## src/rtl/vram_rect_fill_if.sv

```systemverilog
// Bus-side signals of the rectangle fill engine: CPU register port, VRAM write port and status.
interface vram_rect_fill_if #(
  parameter int ADDR_W = 15
);
  logic              reg_we;
  logic [1:0]        reg_addr;
  logic [31:0]       reg_data_in;
  logic              cpu_vram_req;
  logic [ADDR_W-1:0] vram_waddr;
  logic [7:0]        vram_data_in;
  logic              data_vram_we;
  logic              busy;
  logic              done;
  logic [31:0]       status;

  modport master (
    output reg_we, reg_addr, reg_data_in, cpu_vram_req,
    input  vram_waddr, vram_data_in, data_vram_we, busy, done, status
  );

  modport slave (
    input  reg_we, reg_addr, reg_data_in, cpu_vram_req,
    output vram_waddr, vram_data_in, data_vram_we, busy, done, status
  );
endinterface

```

## src/rtl/vram_rect_fill.sv

```systemverilog
// Clipped rectangle fill engine: writes one pixel per clock in row-major order,
// yielding the VRAM write port to the CPU whenever it asks for it.
module vram_rect_fill #(
  parameter int H_RES  = 160,
  parameter int V_RES  = 120,
  parameter int ADDR_W = 15
) (
  input  logic            clk,
  input  logic            rst,
  vram_rect_fill_if.slave bus
);
  typedef enum logic [1:0] {IDLE, FILL, DONE} state_t;

  state_t            state_q, state_d;
  logic [7:0]        x0_q, x0_d, w_q, w_d, color_q, color_d, x_q, x_d;
  logic [6:0]        y0_q, y0_d, h_q, h_d, y_q, y_d;
  logic [8:0]        x_end_q, x_end_d;
  logic [7:0]        y_end_q, y_end_d;
  logic [ADDR_W-1:0] row_base_q, row_base_d, waddr_q, waddr_d;
  logic [7:0]        data_q, data_d;
  logic [15:0]       pix_q, pix_d;

  logic              wr_origin, wr_size, wr_color, wr_ctrl, start, abort;
  logic [8:0]        x_sum, x_clip;
  logic [7:0]        y_sum, y_clip;
  logic              empty, in_fill, writing, col_last, row_last;
  logic [ADDR_W-1:0] fill_addr;
  logic [16:0]       unused_data_bits;

  assign wr_origin = bus.reg_we && (bus.reg_addr == 2'd0);
  assign wr_size   = bus.reg_we && (bus.reg_addr == 2'd1);
  assign wr_color  = bus.reg_we && (bus.reg_addr == 2'd2);
  assign wr_ctrl   = bus.reg_we && (bus.reg_addr == 2'd3);
  assign start     = wr_ctrl && bus.reg_data_in[0];
  assign abort     = wr_ctrl && bus.reg_data_in[1];
  assign unused_data_bits = {bus.reg_data_in[31:23], bus.reg_data_in[15:8]};

  // Sums carry one extra bit so an oversized rectangle clips instead of wrapping.
  assign x_sum  = {1'b0, x0_q} + {1'b0, w_q};
  assign y_sum  = {1'b0, y0_q} + {1'b0, h_q};
  assign x_clip = (x_sum > 9'(H_RES)) ? 9'(H_RES) : x_sum;
  assign y_clip = (y_sum > 8'(V_RES)) ? 8'(V_RES) : y_sum;
  assign empty  = (w_q == 8'd0) || (h_q == 7'd0) ||
                  ({1'b0, x0_q} >= 9'(H_RES)) || ({1'b0, y0_q} >= 8'(V_RES));

  assign in_fill   = (state_q == FILL);
  assign writing   = in_fill && !bus.cpu_vram_req;
  assign fill_addr = row_base_q + ADDR_W'(x_q);
  assign col_last  = (({1'b0, x_q} + 9'd1) == x_end_q);
  assign row_last  = (({1'b0, y_q} + 8'd1) == y_end_q);

  assign bus.vram_waddr   = in_fill ? fill_addr : waddr_q;
  assign bus.vram_data_in = in_fill ? color_q : data_q;
  assign bus.data_vram_we = writing;
  assign bus.busy         = in_fill;
  assign bus.done         = (state_q == DONE);
  assign bus.status       = {in_fill, 15'b0, pix_q};

  always_comb begin
    state_d    = state_q;
    x0_d       = x0_q;
    y0_d       = y0_q;
    w_d        = w_q;
    h_d        = h_q;
    color_d    = color_q;
    x_d        = x_q;
    y_d        = y_q;
    x_end_d    = x_end_q;
    y_end_d    = y_end_q;
    row_base_d = row_base_q;
    pix_d      = pix_q;
    waddr_d    = in_fill ? fill_addr : waddr_q;
    data_d     = in_fill ? color_q : data_q;

    // Geometry and colour are frozen while a fill is running.
    if (!in_fill) begin
      if (wr_origin) begin
        x0_d = bus.reg_data_in[7:0];
        y0_d = bus.reg_data_in[22:16];
      end
      if (wr_size) begin
        w_d = bus.reg_data_in[7:0];
        h_d = bus.reg_data_in[22:16];
      end
      if (wr_color) color_d = bus.reg_data_in[7:0];
    end

    case (state_q)
      IDLE: begin
        if (start) begin
          pix_d = 16'd0;
          if (empty) begin
            state_d = DONE;
          end else begin
            state_d    = FILL;
            x_d        = x0_q;
            y_d        = y0_q;
            x_end_d    = x_clip;
            y_end_d    = y_clip;
            row_base_d = ADDR_W'(y0_q) * ADDR_W'(H_RES);
          end
        end
      end
      FILL: begin
        if (writing) begin
          pix_d = (pix_q == 16'hFFFF) ? pix_q : pix_q + 16'd1;
          if (col_last) begin
            x_d        = x0_q;
            y_d        = y_q + 7'd1;
            row_base_d = row_base_q + ADDR_W'(H_RES);
            if (row_last) state_d = DONE;
          end else begin
            x_d = x_q + 8'd1;
          end
        end
        if (abort) state_d = DONE;
      end
      DONE:    state_d = IDLE;
      default: state_d = IDLE;
    endcase
  end

  always_ff @(posedge clk) begin
    if (rst) begin
      state_q    <= IDLE;
      x0_q       <= '0;
      y0_q       <= '0;
      w_q        <= '0;
      h_q        <= '0;
      color_q    <= '0;
      x_q        <= '0;
      y_q        <= '0;
      x_end_q    <= '0;
      y_end_q    <= '0;
      row_base_q <= '0;
      pix_q      <= '0;
      waddr_q    <= '0;
      data_q     <= '0;
    end else begin
      state_q    <= state_d;
      x0_q       <= x0_d;
      y0_q       <= y0_d;
      w_q        <= w_d;
      h_q        <= h_d;
      color_q    <= color_d;
      x_q        <= x_d;
      y_q        <= y_d;
      x_end_q    <= x_end_d;
      y_end_q    <= y_end_d;
      row_base_q <= row_base_d;
      pix_q      <= pix_d;
      waddr_q    <= waddr_d;
      data_q     <= data_d;
    end
  end
endmodule
```

## src/flat_wrapper.sv

```systemverilog
// flat-port wrapper written by rule: the top's interface ports become plain ports
module vram_rect_fill_flat 
#(
  parameter int H_RES  = 160,
  parameter int V_RES  = 120,
  parameter int ADDR_W = 15
)
  (clk, rst, bus_reg_we, bus_reg_addr, bus_reg_data_in, bus_cpu_vram_req, bus_vram_waddr, bus_vram_data_in, bus_data_vram_we, bus_busy, bus_done, bus_status);
  vram_rect_fill_if #(.ADDR_W(ADDR_W)) bus_i ();
  input  logic clk;
  input  logic rst;
  input wire logic [$bits(bus_i.reg_we)-1:0] bus_reg_we;
  input wire logic [$bits(bus_i.reg_addr)-1:0] bus_reg_addr;
  input wire logic [$bits(bus_i.reg_data_in)-1:0] bus_reg_data_in;
  input wire logic [$bits(bus_i.cpu_vram_req)-1:0] bus_cpu_vram_req;
  output wire logic [$bits(bus_i.vram_waddr)-1:0] bus_vram_waddr;
  output wire logic [$bits(bus_i.vram_data_in)-1:0] bus_vram_data_in;
  output wire logic [$bits(bus_i.data_vram_we)-1:0] bus_data_vram_we;
  output wire logic [$bits(bus_i.busy)-1:0] bus_busy;
  output wire logic [$bits(bus_i.done)-1:0] bus_done;
  output wire logic [$bits(bus_i.status)-1:0] bus_status;
  assign bus_i.reg_we = bus_reg_we;
  assign bus_i.reg_addr = bus_reg_addr;
  assign bus_i.reg_data_in = bus_reg_data_in;
  assign bus_i.cpu_vram_req = bus_cpu_vram_req;
  assign bus_vram_waddr = bus_i.vram_waddr;
  assign bus_vram_data_in = bus_i.vram_data_in;
  assign bus_data_vram_we = bus_i.data_vram_we;
  assign bus_busy = bus_i.busy;
  assign bus_done = bus_i.done;
  assign bus_status = bus_i.status;
  vram_rect_fill #(.H_RES(H_RES), .V_RES(V_RES), .ADDR_W(ADDR_W)) u_core (.clk(clk), .rst(rst), .bus(bus_i));
endmodule
```

## config.mk

```make
export PLATFORM = sky130hd
export DESIGN_NAME = vram_rect_fill_flat
export DESIGN_NICKNAME = d
export VERILOG_FILES = /design/src/rtl/vram_rect_fill_if.sv /design/src/rtl/vram_rect_fill.sv /design/src/flat_wrapper.sv
export SDC_FILE = /design/constraint.sdc
export NUM_CORES = 1
export LEC_CHECK = 0
export ABC_AREA = 1
export CAP_MARGIN = 20
export CELL_PAD_IN_SITES_DETAIL_PLACEMENT = 2
export CELL_PAD_IN_SITES_GLOBAL_PLACEMENT = 2
export CORE_MARGIN = 4
export CORE_UTILIZATION = 30
export CTS_BUF_LIST = sky130_fd_sc_hd__clkbuf_16
export CTS_CLUSTER_DIAMETER = 50
export CTS_CLUSTER_SIZE = 40
export DETAILED_ROUTE_END_ITERATION = 7
export PLACE_DENSITY = 0.81
export SLEW_MARGIN = 20
export SYNTH_ARGS = -nofsm -noshare
export SYNTH_HDL_FRONTEND = slang
export SYNTH_SLANG_ARGS = --single-unit
```

## constraint.sdc

```tcl
create_clock -name clk -period 3.4 [get_ports clk]
set_input_delay 0.68 -clock clk [delete_from_list [all_inputs] [get_ports clk]]
set_output_delay 0.68 -clock clk [all_outputs]
set_load 0.05 [all_outputs]
```

==> qor.txt <==
count of cells resized by post-cts repair = 0
Final nets = 1,176
core region area = 22,850 sq um
peak supply drop = 0.0002846 V
Crit path arrival time = 2.45 ns
Cell Count Post-Placement = 1,396
worst setup path class = register to output port
sum of routed wire length over all layers = 23,180 um
die span in y = 161.0 um
I/O Pins = 96
post-route DRC violation count = 0
count of state elements after synthesis = 121
share of the clock period used by the worst path after layout = 0.9196
total negative setup slack = 0 ns
Finished Layout Cells = 1,428
Synth async-reset ratio = 0
worst-case hold slack = 0.4716 ns
antenna cell count = 0
CTS root buffer = sky130_fd_sc_hd__clkbuf_16
mux contribution to synthesized area = 0
instance area at placement = 7936 sq um
kind of cell adding the most delay to the critical path = compound AO/OA/AOI/OAI gates
CTS tree = done
initial standard-cell utilization of the core = 0.3072
Die Span X = 161.0 um
filler cell count = 2,763
global-route wire length before repair = 39,210 um
Clock Sink Count = 121
slew at the pin with the worst max-slew slack = 0.6638 ns
layout cells sized above 1 = 0.09148
number of buffer cells added on primary ports = 63
final critical delay including setup and external delays = 3.127 ns
number of core rows = 55
category of the worst setup path launch point = register
vias = 6,999
area of the die = 25,910 sq um
Synth Area in Adders = 0.06738
Compound-Gate Fraction of Synth Area = 0.1583
commonest non-fill, non-tap cells in the layout = 195 x sky130_fd_sc_hd__nand2_1, 138 x sky130_fd_sc_hd__nor2_1, 128 x sky130_fd_sc_hd__inv_1
Req. time, crit path = 2.72 ns
GRT Total Usage = 0.1832
switching share of power = 0.2936
internal power consumption = 2.622 mW
CTS max path bufs = 2
number of max-slew violations in the final report = 0
Critical path buffers and inverters = 1
count of cell types in the netlist = 43
total net switching power = 1.090 mW
largest fanout of any net on the critical path = 5
cells along the critical path = ha_1 -> a21oi_1 -> o21ai_0 -> nand3_1 -> xor2_1 -> nand2_1 -> nand2_1 -> buf_4
xor/xnor share of the synthesized area = 0.03119
number of synthesized flops with an enable pin = 0
cell mode on critical path = sky130_fd_sc_hd__nand2_1
Worst Setup End Kind = output port
Crit-path slowest cell = sky130_fd_sc_hd__dfxtp_1
clock latency at the later pin of the worst-skew pair = 0.42 ns
status = complete, no violations
first-pass iteration count of the detailed router = 4
post-synthesis simple-gate area fraction = 0.2872
clock buffer count from CTS = 17
Static Leakage = 3.907 nW
largest family of logic cells by synthesized area = simple AND/OR/NAND/NOR gates
Worst Hold Class = register to register
Max-Cap Viols = 0
area delta synth->final = 21.16%
area of all placed cells without fillers = 8504 sq um
count of final hold-check violations = 0
placed wire-length estimate = 16,840 um
unrepaired setup endpoints after global routing = false
YS warnings = 0
largest stage delay on the critical path = 0.44 ns
clock-pin transition on the worst setup and hold timing paths = 0.06 ns
sequential-to-total area share from yosys stat = 0.3451
vias per cell = 4.901
total congestion overflow = 0
post-synthesis instance total = 1,043
commonest non-fill, non-tap cell in the layout = sky130_fd_sc_hd__nand2_1
Cell Pwr Density = 436.4 nW/um^2
per-instance average area after synthesis = 6.730 sq um
number of hold buffers added after CTS = 0
vias in the first global route = 7,677
portion of total power attributed to combinational logic = 0.118
initial antenna violation count = 0
Max-Slew Margin vs Limit = 0.5568
largest net degree at the start of global routing = 53
predominant post-synthesis flop cell = sky130_fd_sc_hd__dfxtp_1
drt initial violations = 270
DRT antenna net count = 0
last weighted congestion value of the routability-driven placer = 0.7637
Achievable Freq = 0.3198 GHz
total number of H-tree levels = 4
Sequential Power Share = 0.404
clock share of power = 0.477
setup repair bufs after CTS = 0
wire per inst = 16.23 um
area of the mapped netlist = 7019 sq um
Tot Pwr = 3.712 mW
maximum clock skew at final layout = 0.01029 ns
Setup violations, final = 0
-- worst min-delay path: stages, from the launching register on --
cell,delay [ns]
sky130_fd_sc_hd__dfxtp_1,0.32
sky130_fd_sc_hd__nand3_1,0.08
sky130_fd_sc_hd__inv_1,0.04
-- synthesized netlist by cell type, types with 2 or more instances --
library cell	count	area share
sky130_fd_sc_hd__a211oi_1	3	0.0032
sky130_fd_sc_hd__a21oi_1	84	0.060
sky130_fd_sc_hd__a31oi_1	2	0.0018
sky130_fd_sc_hd__and2_1	3	0.0027
sky130_fd_sc_hd__buf_2	4	0.0029
sky130_fd_sc_hd__buf_4	18	0.019
sky130_fd_sc_hd__buf_6	2	0.0032
sky130_fd_sc_hd__clkbuf_1	29	0.016
sky130_fd_sc_hd__dfxtp_1	121	0.35
sky130_fd_sc_hd__fa_1	3	0.0086
sky130_fd_sc_hd__ha_1	33	0.059
sky130_fd_sc_hd__inv_1	129	0.069
sky130_fd_sc_hd__nand2_1	195	0.10
sky130_fd_sc_hd__nand2_2	2	0.0018
sky130_fd_sc_hd__nand2_4	2	0.0032
sky130_fd_sc_hd__nand3_1	67	0.048
sky130_fd_sc_hd__nand3b_1	6	0.0064
sky130_fd_sc_hd__nand4_1	9	0.0080
sky130_fd_sc_hd__nor2_1	138	0.074
sky130_fd_sc_hd__nor2_2	6	0.0053
sky130_fd_sc_hd__nor3_1	16	0.011
sky130_fd_sc_hd__nor4_1	4	0.0036
sky130_fd_sc_hd__o21ai_0	95	0.068
sky130_fd_sc_hd__o21ai_1	12	0.0086
sky130_fd_sc_hd__o21bai_1	3	0.0032
sky130_fd_sc_hd__o22ai_1	2	0.0018
sky130_fd_sc_hd__o31ai_1	2	0.0021
sky130_fd_sc_hd__or2_2	15	0.013
sky130_fd_sc_hd__xnor2_1	6	0.0075
sky130_fd_sc_hd__xor2_1	19	0.024
-- layout make-up --
cell class | count | area, sq um | area share
well taps | 313 | 391.6 | 0.04605
clock buffers | 17 | 425.4 | 0.05002
flip-flops and latches | 121 | 2422 | 0.2848
clock inverters | 15 | 142.6 | 0.01677
inverters | 130 | 488.0 | 0.05738
multi-input cells | 754 | 3879 | 0.4561
repair buffers | 78 | 755.7 | 0.08886
-- final timing paths --
| check | depth (start not counted) | start | slack [ns] | to |
|---|---|---|---|---|
| worst max-delay path | 8 | u_core.row_base_q[7] | 0.27 | bus_vram_waddr[13] |
| worst min-delay path | 2 | u_core.y_end_q[7] | 0.47 | u_core.y_end_q[7] |
| worst max register to register | 12 | u_core.x_q[0] | 0.85 | u_core.y_q[6] |
| worst min register to register | 2 | u_core.y_end_q[7] | 0.47 | u_core.y_end_q[7] |
-- power by group through the flow --
stage	clock network, mW	logic [mW]	registers [mW]
5_1_grt	1.89	0.495	1.51
3_5_place_dp	0	0.438	1.53
4_1_cts	1.83	0.446	1.50
3_3_place_gp	0	0.425	1.53
2_1_floorplan	0	0.319	1.51
6_report	1.77	0.440	1.50
-- layer usage --
layer / up-vias / share of wire / track usage
met5: - / 0 / 0
met4: 0 / 0.0075 / 0.03528
met3: 13 / 0.031 / 0.03156
met2: 87 / 0.50 / 0.3300
met1: 3427 / 0.46 / 0.2309
li1: 3472 / - / -
-- logic make-up (layout without fill, tap and decap cells) --
family          Yosys count  in the layout
flops                   121            121
xor+xnor                 25             25
fa+ha+maj                36             36
compound gates          211            211
buf+inv                 183            240
other cells               1             16
simple gates            466            466
-- stage by stage --
stage          utilization  setup slack (ns)
3_3_place_gp        0.3474            0.5949
2_1_floorplan            -            0.4722
6_report            0.3722            0.2732
3_5_place_dp        0.3474            0.4835
5_1_grt             0.3722           0.05075
4_1_cts             0.3722            0.2214
-- sequential cells by signal (all words and copies together) (netlist names), 7 cells and up --
register and flops:
u_core.color_q 8, u_core.data_q 8, u_core.x0_q 8, u_core.x_end_q 9, u_core.waddr_q 15, u_core.h_q 7, u_core.x_q 8, u_core.pix_q 16
u_core.row_base_q 10, u_core.y0_q 7, u_core.y_q 7, u_core.w_q 8, u_core.y_end_q 8
Power figures use the tool's default switching activity.
